<file path="src/rtl/alu_operand_loader.sv">
// Operand loader for the ALU: three debounced buttons capture A, B and the opcode from
// the switch bus, and a valid/ready handshake presents the full operand set downstream.
module alu_operand_loader #(
  parameter int NB_SW           = 8,
  parameter int NB_DATA         = 8,
  parameter int NB_OPCODE       = 6,
  parameter int DEBOUNCE_CYCLES = 4,
  parameter int AUTO_CLEAR      = 1
) (
  input  logic                 i_clock,
  input  logic                 i_reset,
  input  logic [NB_SW-1:0]     i_sw,
  input  logic                 i_btn_a,
  input  logic                 i_btn_b,
  input  logic                 i_btn_op,
  input  logic                 i_ready,
  output logic [NB_DATA-1:0]   o_a,
  output logic [NB_DATA-1:0]   o_b,
  output logic [NB_OPCODE-1:0] o_opcode,
  output logic [2:0]           o_loaded,
  output logic                 o_valid,
  output logic                 o_accept
);

  localparam int CNT_W = $clog2(DEBOUNCE_CYCLES + 1);
  localparam logic [CNT_W-1:0] CNT_LAST = CNT_W'(DEBOUNCE_CYCLES - 1);

  logic [2:0] btn;
  logic [2:0] rise;
  logic       transfer;
  logic       clear_flags;
  logic       unused_sw;

  assign btn = {i_btn_op, i_btn_b, i_btn_a};

  // Switch bits above the operand/opcode widths are intentionally dropped.
  assign unused_sw = ^i_sw;

  for (genvar g = 0; g < 3; g++) begin : g_ch
    logic             sync_p0;
    logic             sync_p1;
    logic             deb;
    logic             deb_d;
    logic [CNT_W-1:0] cnt;

    // p0/p1: two-flop synchroniser; then the debounce counter and edge history
    always_ff @(posedge i_clock) begin
      if (i_reset) begin
        sync_p0 <= 1'b0;
        sync_p1 <= 1'b0;
        deb     <= 1'b0;
        deb_d   <= 1'b0;
        cnt     <= '0;
      end else begin
        sync_p0 <= btn[g];
        sync_p1 <= sync_p0;
        deb_d   <= deb;
        if (sync_p1 == deb) begin
          cnt <= '0;
        end else if (cnt == CNT_LAST) begin
          deb <= sync_p1;
          cnt <= '0;
        end else begin
          cnt <= cnt + 1'b1;
        end
      end
    end

    assign rise[g] = deb & ~deb_d;
  end

  assign o_valid     = &o_loaded;
  assign transfer    = o_valid & i_ready;
  assign clear_flags = transfer && (AUTO_CLEAR != 0);

  // Capture stage: a rise on a channel beats a same-cycle clear of its flag
  always_ff @(posedge i_clock) begin
    if (i_reset) begin
      o_a      <= '0;
      o_b      <= '0;
      o_opcode <= '0;
      o_loaded <= 3'b000;
      o_accept <= 1'b0;
    end else begin
      if (rise[0]) o_a      <= i_sw[NB_DATA-1:0];
      if (rise[1]) o_b      <= i_sw[NB_DATA-1:0];
      if (rise[2]) o_opcode <= i_sw[NB_OPCODE-1:0];
      for (int i = 0; i < 3; i++) begin
        if (rise[i]) begin
          o_loaded[i] <= 1'b1;
        end else if (clear_flags) begin
          o_loaded[i] <= 1'b0;
        end
      end
      o_accept <= transfer;
    end
  end

endmodule

</file>
<file path="config.mk">
export PLATFORM = sky130hd
export DESIGN_NAME = alu_operand_loader
export DESIGN_NICKNAME = d
export VERILOG_FILES = /design/src/rtl/alu_operand_loader.sv
export SDC_FILE = /design/constraint.sdc
export NUM_CORES = 1
export LEC_CHECK = 0
export ABC_AREA = 1
export ABC_CLOCK_PERIOD_IN_PS = 2200
export CAP_MARGIN = 0
export CORE_UTILIZATION = 51
export CTS_CLUSTER_SIZE = 28
export DETAILED_ROUTE_END_ITERATION = 8
export MAX_ROUTING_LAYER = met4
export PLACE_DENSITY_LB_ADDON = 0.1
export SLEW_MARGIN = 20
export SYNTH_ARGS = -nofsm -noshare
export SYNTH_HDL_FRONTEND = slang
export SYNTH_SLANG_ARGS = --single-unit
export TNS_END_PERCENT = 100
</file>
<file path="constraint.sdc">
create_clock -name i_clock -period 2.2 [get_ports i_clock]
set_input_delay 0.44 -clock i_clock [delete_from_list [all_inputs] [get_ports i_clock]]
set_output_delay 0.44 -clock i_clock [all_outputs]
set_load 0.02 [all_outputs]
</file>
==> summary.md <==
| Metric | Value |
|---|---|
| Outcome | `complete, no violations` |
| Layout cells sized above 1 | `7.377%` |
| Core box area | `3103 um^2` |
| Final Max Tran Viols | `0` |
| Final worst slack | `196.0 ps` |
| Area Overhead vs Synth | `28.00%` |
| Clock buffer count from CTS | `5` |
| Primary FF master, synth | `dfxtp_1` |
| Worst EP arrival | `1560 ps` |
| Vias in the first global route | `1164` |
| Number of post-CTS setup repair buffers | `0` |
| Critical-path cell list | `nand2_1 > nor2_1 > clkdlybuf4s50_1` |
| First-pass GRT wire length | `4919 um` |
| Ys Warns | `0` |
| Grt ovf | `0` |
| Drt wl/cell | `10.03 um` |
| Pleak | `0.8180 nW` |
| Routed Antenna Nets | `0` |
| Final hold violations | `0` |
| Data required, critical path | `1760 ps` |
| Hold_ws | `403.7 ps` |
| CTS Sinks | `47` |
| Drc violations | `0` |
| Crit path max-delay family | `buffers and inverters` |
| Boundary Pins | `41` |
| Antenna Cells | `0` |
| Final net count | `265` |
| IR drop worst, VDD | `0.4804 mV` |
| Setup TNS | `0 ps` |
| Post-synth top area cell | `dfxtp_1` |
| Number of port buffers | `40` |
| Setup crit start kind | `flop` |
| Final setup viols | `0` |
| CP endpoint kind | `primary output` |
| Root buffer cell | `clkbuf_4` |
| Pin count of the biggest net entering global routing | `26` |
| DRT Pass-1 Iters | `4` |
| Htree depth | `2` |
| Flops & latches, synth | `47` |
| Slowest cell delay on critical path | `620 ps` |
| MaxCap Viol Count | `0` |
| Worst Path Buf+Inv | `1` |
| Count leader, synth | `nor2_1` |
| Final worst-path cycle share | `91.09%` |
| Die area | `3546 um^2` |
| Via count | `1326` |
| Final Non-Filler Cells | `288` |
| Total global routing track utilization | `19.47%` |
| Post-synth top area share | `55.70%` |
| Post-Place Setup Slack | `513.1 ps` |
| Worst-path maximum fanout | `4` |
| PostCTS Resize Cnt | `0` |
| Buffers from clock root to sink, at most | `2` |
| Clock-pin slew of the registers on the worst-case setup and hold paths | `120 ps` |
| Hold/Removal Path Class | `reg2reg` |
| Mean post-synth cell area | `8.446 um^2` |
| Filler instances | `297` |
| Tot Pwr | `1.276 mW` |
| Crit Path Category | `reg2out` |
| Fmax | `499.0 MHz` |
| CTS tree | `built` |
| HPWL after DPL | `2142 um` |
| Clock Latency Late Sink | `340 ps` |
| Post-synth EDFFs | `0` |
| RSZ-0062 raised after global routing | `false` |
| Post-synth top cells | `nor2_1, dfxtp_1, inv_1, o21ai_0, a21oi_1` |
| Synthesized Nets | `220` |
| Die W | `59.55 um` |
| PD cells | `590.2 nW/um^2` |
| FP Rows | `20` |
| Synth cell types | `17` |
| CTS Hold Bufs | `0` |
| Async S/R FF share, synth | `0%` |
| Register area share after synthesis | `55.70%` |
| Placed insts | `282` |
| GP Congestion | `0.7604` |
| Min cycle time layout | `2004 ps` |
| Clock skew | `4.691 ps` |
| Synth top area cells | `dfxtp_1, nor2_1, o21ai_0` |
| Starting Density | `54.44%` |
| Drt first-iter violations | `31` |
| Max_slew headroom | `66.87%` |
| Critical path's slowest cell | `clkdlybuf4s50_1` |
| Worst Tran Pin Value | `495.5 ps` |
| Post-synthesis cell count | `200` |
| Die height | `59.55 um` |
| WL final | `2890 um` |
| Antenna violations before repair | `0` |
| DR vias/cell | `4.604` |
| Post-synthesis cell area | `1689 um^2` |
worst reg2reg max path, delay by kind of cell (launching register included):
family,cells,cell delay [ps]
fa+ha+maj,2,410
flops,1,330
compound gates,2,300
metal layers:
metal	GRT usage (%)	vias up	routed length, um
met5	-	-	0
met4	10.96	0	62
met3	5.240	7	164
met2	30.34	34	1353
met1	22.65	580	1309
li1	-	705	-
cell type report:
| class | instances | area, um^2 | share of cell area, % |
|---|---|---|---|
| inverter | 29 | 123.9 | 5.729 |
| tap | 44 | 55.05 | 2.546 |
| timing repair buffer | 42 | 415.4 | 19.21 |
| sequential | 47 | 940.9 | 43.52 |
| clock buffer | 6 | 41.29 | 1.910 |
| multi-input combinational | 120 | 585.6 | 27.08 |
per-stage QoR:
step	util, %	instance area [um^2]
after floorplan	-	1689
after global placement	68.35	2121
after detailed placement	68.35	2121
after CTS	69.68	2162
after global routing	69.68	2162
final	69.68	2162
cell families (layout without fill, tap and decap cells):
| kind of cell | Yosys count | in the layout | share of synthesized area [%] |
|---|---|---|---|
| adder cells (fa/ha/maj) | 6 | 6 | 4.444 |
| AND/OR/NAND/NOR | 74 | 74 | 17.48 |
| flip-flops | 47 | 47 | 55.70 |
| buffers and inverters | 33 | 77 | 9.629 |
| AO/OA/AOI/OAI | 40 | 40 | 12.74 |
path summary, 6_finish.rpt:
kind | startpoint | endpoint | slack [ps] | cells past startpoint
setup / recovery | o_loaded[2] | o_valid | 200 | 3
hold / removal | g_ch[0].sync_p0 | g_ch[0].sync_p1 | 400 | 2
setup reg to reg | g_ch[1].cnt[0] | g_ch[1].deb | 1070 | 4
hold reg to reg | g_ch[0].sync_p0 | g_ch[0].sync_p1 | 400 | 2
sequential cells by signal, summed over array words and instances, names as in the netlist, 6 cells and up:
name,cells
g_ch.cnt,9
o_a,8
o_b,8
o_opcode,6
power by group:
| part | switching, mW | leakage (nW) | internal, mW |
|---|---|---|---|
| sequential | 0.00263 | 0.380 | 0.858 |
| combinational | 0.0317 | 0.414 | 0.0334 |
| clock | 0.236 | 0.0242 | 0.114 |
cells in the final DEF (no fill, tap or decap):
cell	Yosys	final
clkinv_4	2	2
buf_4	0	2
a21oi_1	10	10
inv_2	3	3
clkbuf_4	0	5
o21ai_1	6	6
nor2_1	64	64
o21bai_1	3	3
a21oi_2	2	2
o21ai_0	19	19
inv_6	1	1
nand2_2	1	1
nand2_4	2	2
clkbuf_1	0	1
dfxtp_1	47	47
clkdlybuf4s50_1	0	40
nand2_1	7	7
inv_1	23	23
ha_1	6	6
No activity file was read; power rests on OpenSTA's default activity.
